$ cat src/rtl/alu_serial_sequencer.sv
`default_nettype none
// ============================================================================
// Module : alu_serial_sequencer
// Brief  : LSB-first bit-serial sequencer around an external 1-bit ALU slice.
// Rev    : 1.0
// ============================================================================
module alu_serial_sequencer #(
  parameter  int WIDTH = 32,
  localparam int CW    = $clog2(WIDTH)
) (
  input  logic             clk,
  input  logic             rst_n,
  input  logic             in_valid,
  output logic             in_ready,
  input  logic [2:0]       op,
  input  logic [WIDTH-1:0] a,
  input  logic [WIDTH-1:0] b,
  output logic [2:0]       slice_s,
  output logic             slice_a,
  output logic             slice_b,
  output logic             slice_cin,
  output logic             slice_zin,
  input  logic             slice_out,
  input  logic             slice_cout,
  input  logic             slice_zout,
  output logic             out_valid,
  input  logic             out_ready,
  output logic [WIDTH-1:0] result,
  output logic             zero,
  output logic             carry,
  output logic             overflow
);

  typedef enum logic [1:0] {
    S_IDLE = 2'd0,
    S_RUN  = 2'd1,
    S_DONE = 2'd2
  } state_t;

  localparam logic [2:0]    c_op_add   = 3'b000;
  localparam logic [2:0]    c_op_sub   = 3'b001;
  localparam logic [2:0]    c_op_slt   = 3'b011;
  localparam logic [CW-1:0] c_last_idx = CW'(WIDTH - 1);

  state_t           r_state;
  logic [WIDTH-1:0] r_a;
  logic [WIDTH-1:0] r_b;
  logic [2:0]       r_op;
  logic [CW-1:0]    r_idx;
  logic             r_carry;
  logic             r_zacc;
  logic             r_in_ready;
  logic             r_out_valid;
  logic [WIDTH-1:0] r_result;
  logic             r_zero;
  logic             r_carry_flag;
  logic             r_overflow;

  logic             w_run;
  logic             w_is_slt;
  logic             w_arith;
  logic             w_slt_bit;

  assign w_run    = (r_state == S_RUN);
  assign w_is_slt = (r_op == c_op_slt);
  assign w_arith  = (r_op == c_op_add) || (r_op == c_op_sub);
  // Sign of the difference corrected by the MSB overflow term.
  assign w_slt_bit = slice_out ^ r_carry ^ slice_cout;

  // SLT runs the slice as a subtract; outside RUN the slice sees all zeros.
  assign slice_s   = w_run ? (w_is_slt ? c_op_sub : r_op) : 3'b000;
  assign slice_a   = w_run & r_a[r_idx];
  assign slice_b   = w_run & r_b[r_idx];
  assign slice_cin = w_run & r_carry;
  assign slice_zin = w_run & r_zacc;

  assign in_ready  = r_in_ready;
  assign out_valid = r_out_valid;
  assign result    = r_result;
  assign zero      = r_zero;
  assign carry     = r_carry_flag;
  assign overflow  = r_overflow;

  always_ff @(posedge clk or negedge rst_n) begin
    if (!rst_n) begin
      r_state      <= S_IDLE;
      r_a          <= '0;
      r_b          <= '0;
      r_op         <= 3'b000;
      r_idx        <= '0;
      r_carry      <= 1'b0;
      r_zacc       <= 1'b0;
      r_in_ready   <= 1'b1;
      r_out_valid  <= 1'b0;
      r_result     <= '0;
      r_zero       <= 1'b0;
      r_carry_flag <= 1'b0;
      r_overflow   <= 1'b0;
    end else begin
      case (r_state)
        S_IDLE: begin
          if (in_valid && r_in_ready) begin
            r_a        <= a;
            r_b        <= b;
            r_op       <= op;
            r_idx      <= '0;
            r_carry    <= (op == c_op_sub) || (op == c_op_slt);
            r_zacc     <= 1'b0;
            r_in_ready <= 1'b0;
            r_state    <= S_RUN;
          end
        end

        S_RUN: begin
          r_result[r_idx] <= slice_out;
          r_carry         <= slice_cout;
          r_zacc          <= slice_zout;
          r_idx           <= r_idx + CW'(1);
          if (r_idx == c_last_idx) begin
            // Flags are resolved from the MSB slice outputs on the final edge.
            if (w_is_slt) begin
              r_result <= {{(WIDTH-1){1'b0}}, w_slt_bit};
            end
            r_zero       <= w_is_slt ? ~w_slt_bit : ~slice_zout;
            r_carry_flag <= w_arith & slice_cout;
            r_overflow   <= w_arith & (r_carry ^ slice_cout);
            r_out_valid  <= 1'b1;
            r_state      <= S_DONE;
          end
        end

        S_DONE: begin
          if (r_out_valid && out_ready) begin
            r_out_valid <= 1'b0;
            r_in_ready  <= 1'b1;
            r_state     <= S_IDLE;
          end
        end

        default: begin
          r_state     <= S_IDLE;
          r_in_ready  <= 1'b1;
          r_out_valid <= 1'b0;
        end
      endcase
    end
  end

endmodule
`default_nettype wire

$ cat config.mk
export PLATFORM = sky130hd
export DESIGN_NAME = alu_serial_sequencer
export DESIGN_NICKNAME = d
export VERILOG_FILES = /design/src/rtl/alu_serial_sequencer.sv
export SDC_FILE = /design/constraint.sdc
export NUM_CORES = 1
export LEC_CHECK = 0
export BUFFER_PORTS_ARGS = -buffer_cell sky130_fd_sc_hd__buf_4
export CAP_MARGIN = 20
export CORE_MARGIN = 5
export CORE_UTILIZATION = 28
export CTS_BUF_LIST = sky130_fd_sc_hd__clkbuf_16
export DETAILED_ROUTE_END_ITERATION = 7
export HOLD_SLACK_MARGIN = 0.02
export PLACE_DENSITY = 0.48
export SETUP_SLACK_MARGIN = 0.5
export SLEW_MARGIN = 15
export SYNTH_ARGS = -nofsm -noshare
export SYNTH_HDL_FRONTEND = slang
export SYNTH_SLANG_ARGS = --single-unit
$ cat constraint.sdc
create_clock -name clk -period 3.2 [get_ports clk]
set_clock_uncertainty 0.2 [all_clocks]
set_input_delay 0.32 -clock clk [delete_from_list [all_inputs] [get_ports clk]]
set_output_delay 0.32 -clock clk [all_outputs]
set_load 0.01 [all_outputs]
==> results.yml <==
grt:
  antenna_found_initial: 0
  grt_pass1_vias: 4507
  track_usage_pct: 14.4
  grt_max_degree: 58
  grt_overflow: 0
  grt_pass1_wl_mm: 24.7
logic_synthesis:
  async_reset_ff_share_pct: 100
  synth_area_leaders: "dfrtp_1 (52%), mux2_2 (14%), o21ai_0 (6.0%), mux4_1 (5.4%), a21oi_1 (2.8%)"
  ys_ff_latch: 113
  yosysMostFrequentCell: "dfrtp_1"
  synth_area_um2: 5350
  synth_cell_types: 44
  synth_top_area_share_pct: 52.4
  synth_area_per_cell_um2: 12.3
  ys.flop_type: "dfrtp_1"
  synth_commonest_cells: "dfrtp_1 (112), mux2_2 (68), o21ai_0 (64)"
  yosys_warnings: 0
  synth_top_cell_by_area: "dfrtp_1"
  synth-edff-count: 0
  synth_fp_nets: 515
  netlist_instances: 435
  ys_seq_area_share_pct: 52.9
clock_network:
  htree_levels: 4
  cts-root-buf: "clkbuf_16"
  clk_pin_slew_ns: 0.05
  clk_latency_ns: 0.41
  clock_sinks: 113
  cts_buffer_depth: 2
  cts_tree: "yes"
  cts_buffers: 17
timing:
  max_slew_margin_pct: 48.7
  rsz0062_at_grt: "true"
  worstMarginPinSlew_ns: 0.770
  fmax_mhz: 367
  finalHoldViolations: 0
  drv_slew: 0
  finalSetupViolCount: 0
  fin_crit_ns: 2.72
  holdWs_ns: 0.0788
  fin_setup_tns_ns: 0
  post-route-period-util_pct: 85.1
layout:
  insertedDiodeCount: 0
  utilization_pct: 42.1
  syn_to_final_growth_pct: 47.7
  fin_nets: 709
  drive_above_1_share_pct: 40.8
detailed_routing:
  drcViolationCount: 0
  drt-total-wl_mm: 15.5
  vias_per_cell: 4.88
  drt_pre_antenna_iters: 4
  final_antenna_net_count: 0
  drtIter0Drc: 231
  dr_total_vias: 4265
  wl_per_cell_um: 17.8
floorplan:
  die_h_um: 148
  fp-row-count: 50
  die_area_um2: 22000
  io_pins: 118
  fp.coreArea_um2: 18800
  start_util_pct: 28.5
  die_w_um: 148
placement:
  portBuffers: 117
  place.gp.congestion: 0.758
  hpwl_mm: 10.9
worst_setup_path:
  worstPathRequired_ns: 2.68
  critical_path.max_fanout: 6
  end_kind: "output pin"
  crit_type: "reg -> out"
  start_kind: "register"
  crit_arrival_ns: 2.20
power_and_ir_drop:
  ir_drop_mv: 0.462
  power_leakage_nw: 3.43
  p_per_area_nw_per_um2: 835
  power_w: 0.00660
min_path:
  hold_class: "in -> reg"
job:
  drv_cap: 0
run_status:
  outcome: "completed"
[area by class of cell]
type,instances,area (µm²)
fill,1807,10900
clock buffer,17,425
clock inverter,13,148
timing repair buffer,208,1800
multi-input combinational,285,2380
tap,234,293
inverter,4,15.0
sequential,113,2830
[worst max-delay path, stage by stage, from the launching register on]
cell and delay, ns:
dfrtp_2 0.43, buf_4 0.16, buf_16 0.14, buf_4 0.14, mux4_2 0.42, a22oi_2 0.18
a41oi_2 0.15, buf_4 0.17
[report_power, final]
| part | total, W | internal (W) | switching [W] |
|---|---|---|---|
| Sequential | 0.00231 | 0.00193 | 0.000380 |
| Clock | 0.00184 | 0.00120 | 0.000640 |
| Combinational | 0.00245 | 0.00130 | 0.00115 |
[final timing paths]
| kind | from | end | slack [ns] | depth (start not counted) |
|---|---|---|---|---|
| min | slice_out | result[0] | 0.08 | 3 |
| max reg2reg | r_idx[0] | result[28] | 0.69 | 9 |
| max in group asynchronous | rst_n | r_carry | 1.66 | 3 |
| min reg2reg | carry | carry | 0.29 | 2 |
| min in group asynchronous | rst_n | r_b[21] | 0.34 | 2 |
| max | r_idx[0] | slice_b | 0.48 | 7 |
[layer usage]
metal	up-vias	part of all wire, %	track usage (%)
met2	121	48	22.9
met1	2142	46	19.6
met5	-	0	0
met4	0	1.3	4.62
met3	15	4.7	3.47
li1	1987	-	-
[cells by family after synthesis]
kind of cell,after synthesis,synth area share [%]
compound gates,118,12.4
fa+ha+maj,6,1.40
xor+xnor,3,0.491
mux,84,21.8
buf+inv,37,3.37
simple gates,74,7.67
flops,113,52.9
[layout by cell type (no fill, tap or decap), types with 2 or more instances in the layout]
cell / n
buf_4: 131
bufinv_16: 3
mux4_2: 10
o31ai_1: 2
mux2_2: 68
nor2b_1: 5
a21oi_1: 30
and3b_1: 3
buf_12: 3
a2bb2oi_1: 2
a22oi_1: 2
dfrtp_2: 4
xnor2_1: 2
nor3b_4: 2
clkbuf_16: 17
clkinv_2: 4
o21ai_0: 64
mux4_1: 6
and3_1: 2
inv_1: 5
dfrtp_1: 108
o22ai_1: 2
nand3b_1: 3
and2_1: 4
dlygate4sd3_1: 72
nand2b_1: 5
a22o_1: 6
nor2_1: 11
ha_1: 6
nand3_1: 5
a22oi_2: 4
clkinvlp_4: 4
nand2_1: 23
[flip-flops by register name (all words and copies together) (netlist names), 2 cells and up]
name / flops
r_state: 2
r_idx: 5
r_b: 32
r_op: 3
result: 32
r_a: 32
[stage by stage]
step	std cells	setup WS (ns)	cell area [µm²]
CTS	870	0.435	7870
detailed placement	764	0.671	6470
finish	874	0.477	7900
global route	874	0.413	7900
floorplan	435	0.918	5350
global placement	764	0.706	6470
[what timing repair did]
item,in CTS,in global routing
pin swaps,3,4
buffers inserted,3,4
hold buffers,72,0
endpoints found under the setup margin,2,19
resized for setup,17,8
hold endpoints to repair,129,0
cloned,1,0
Power figures use the tool's default switching activity.
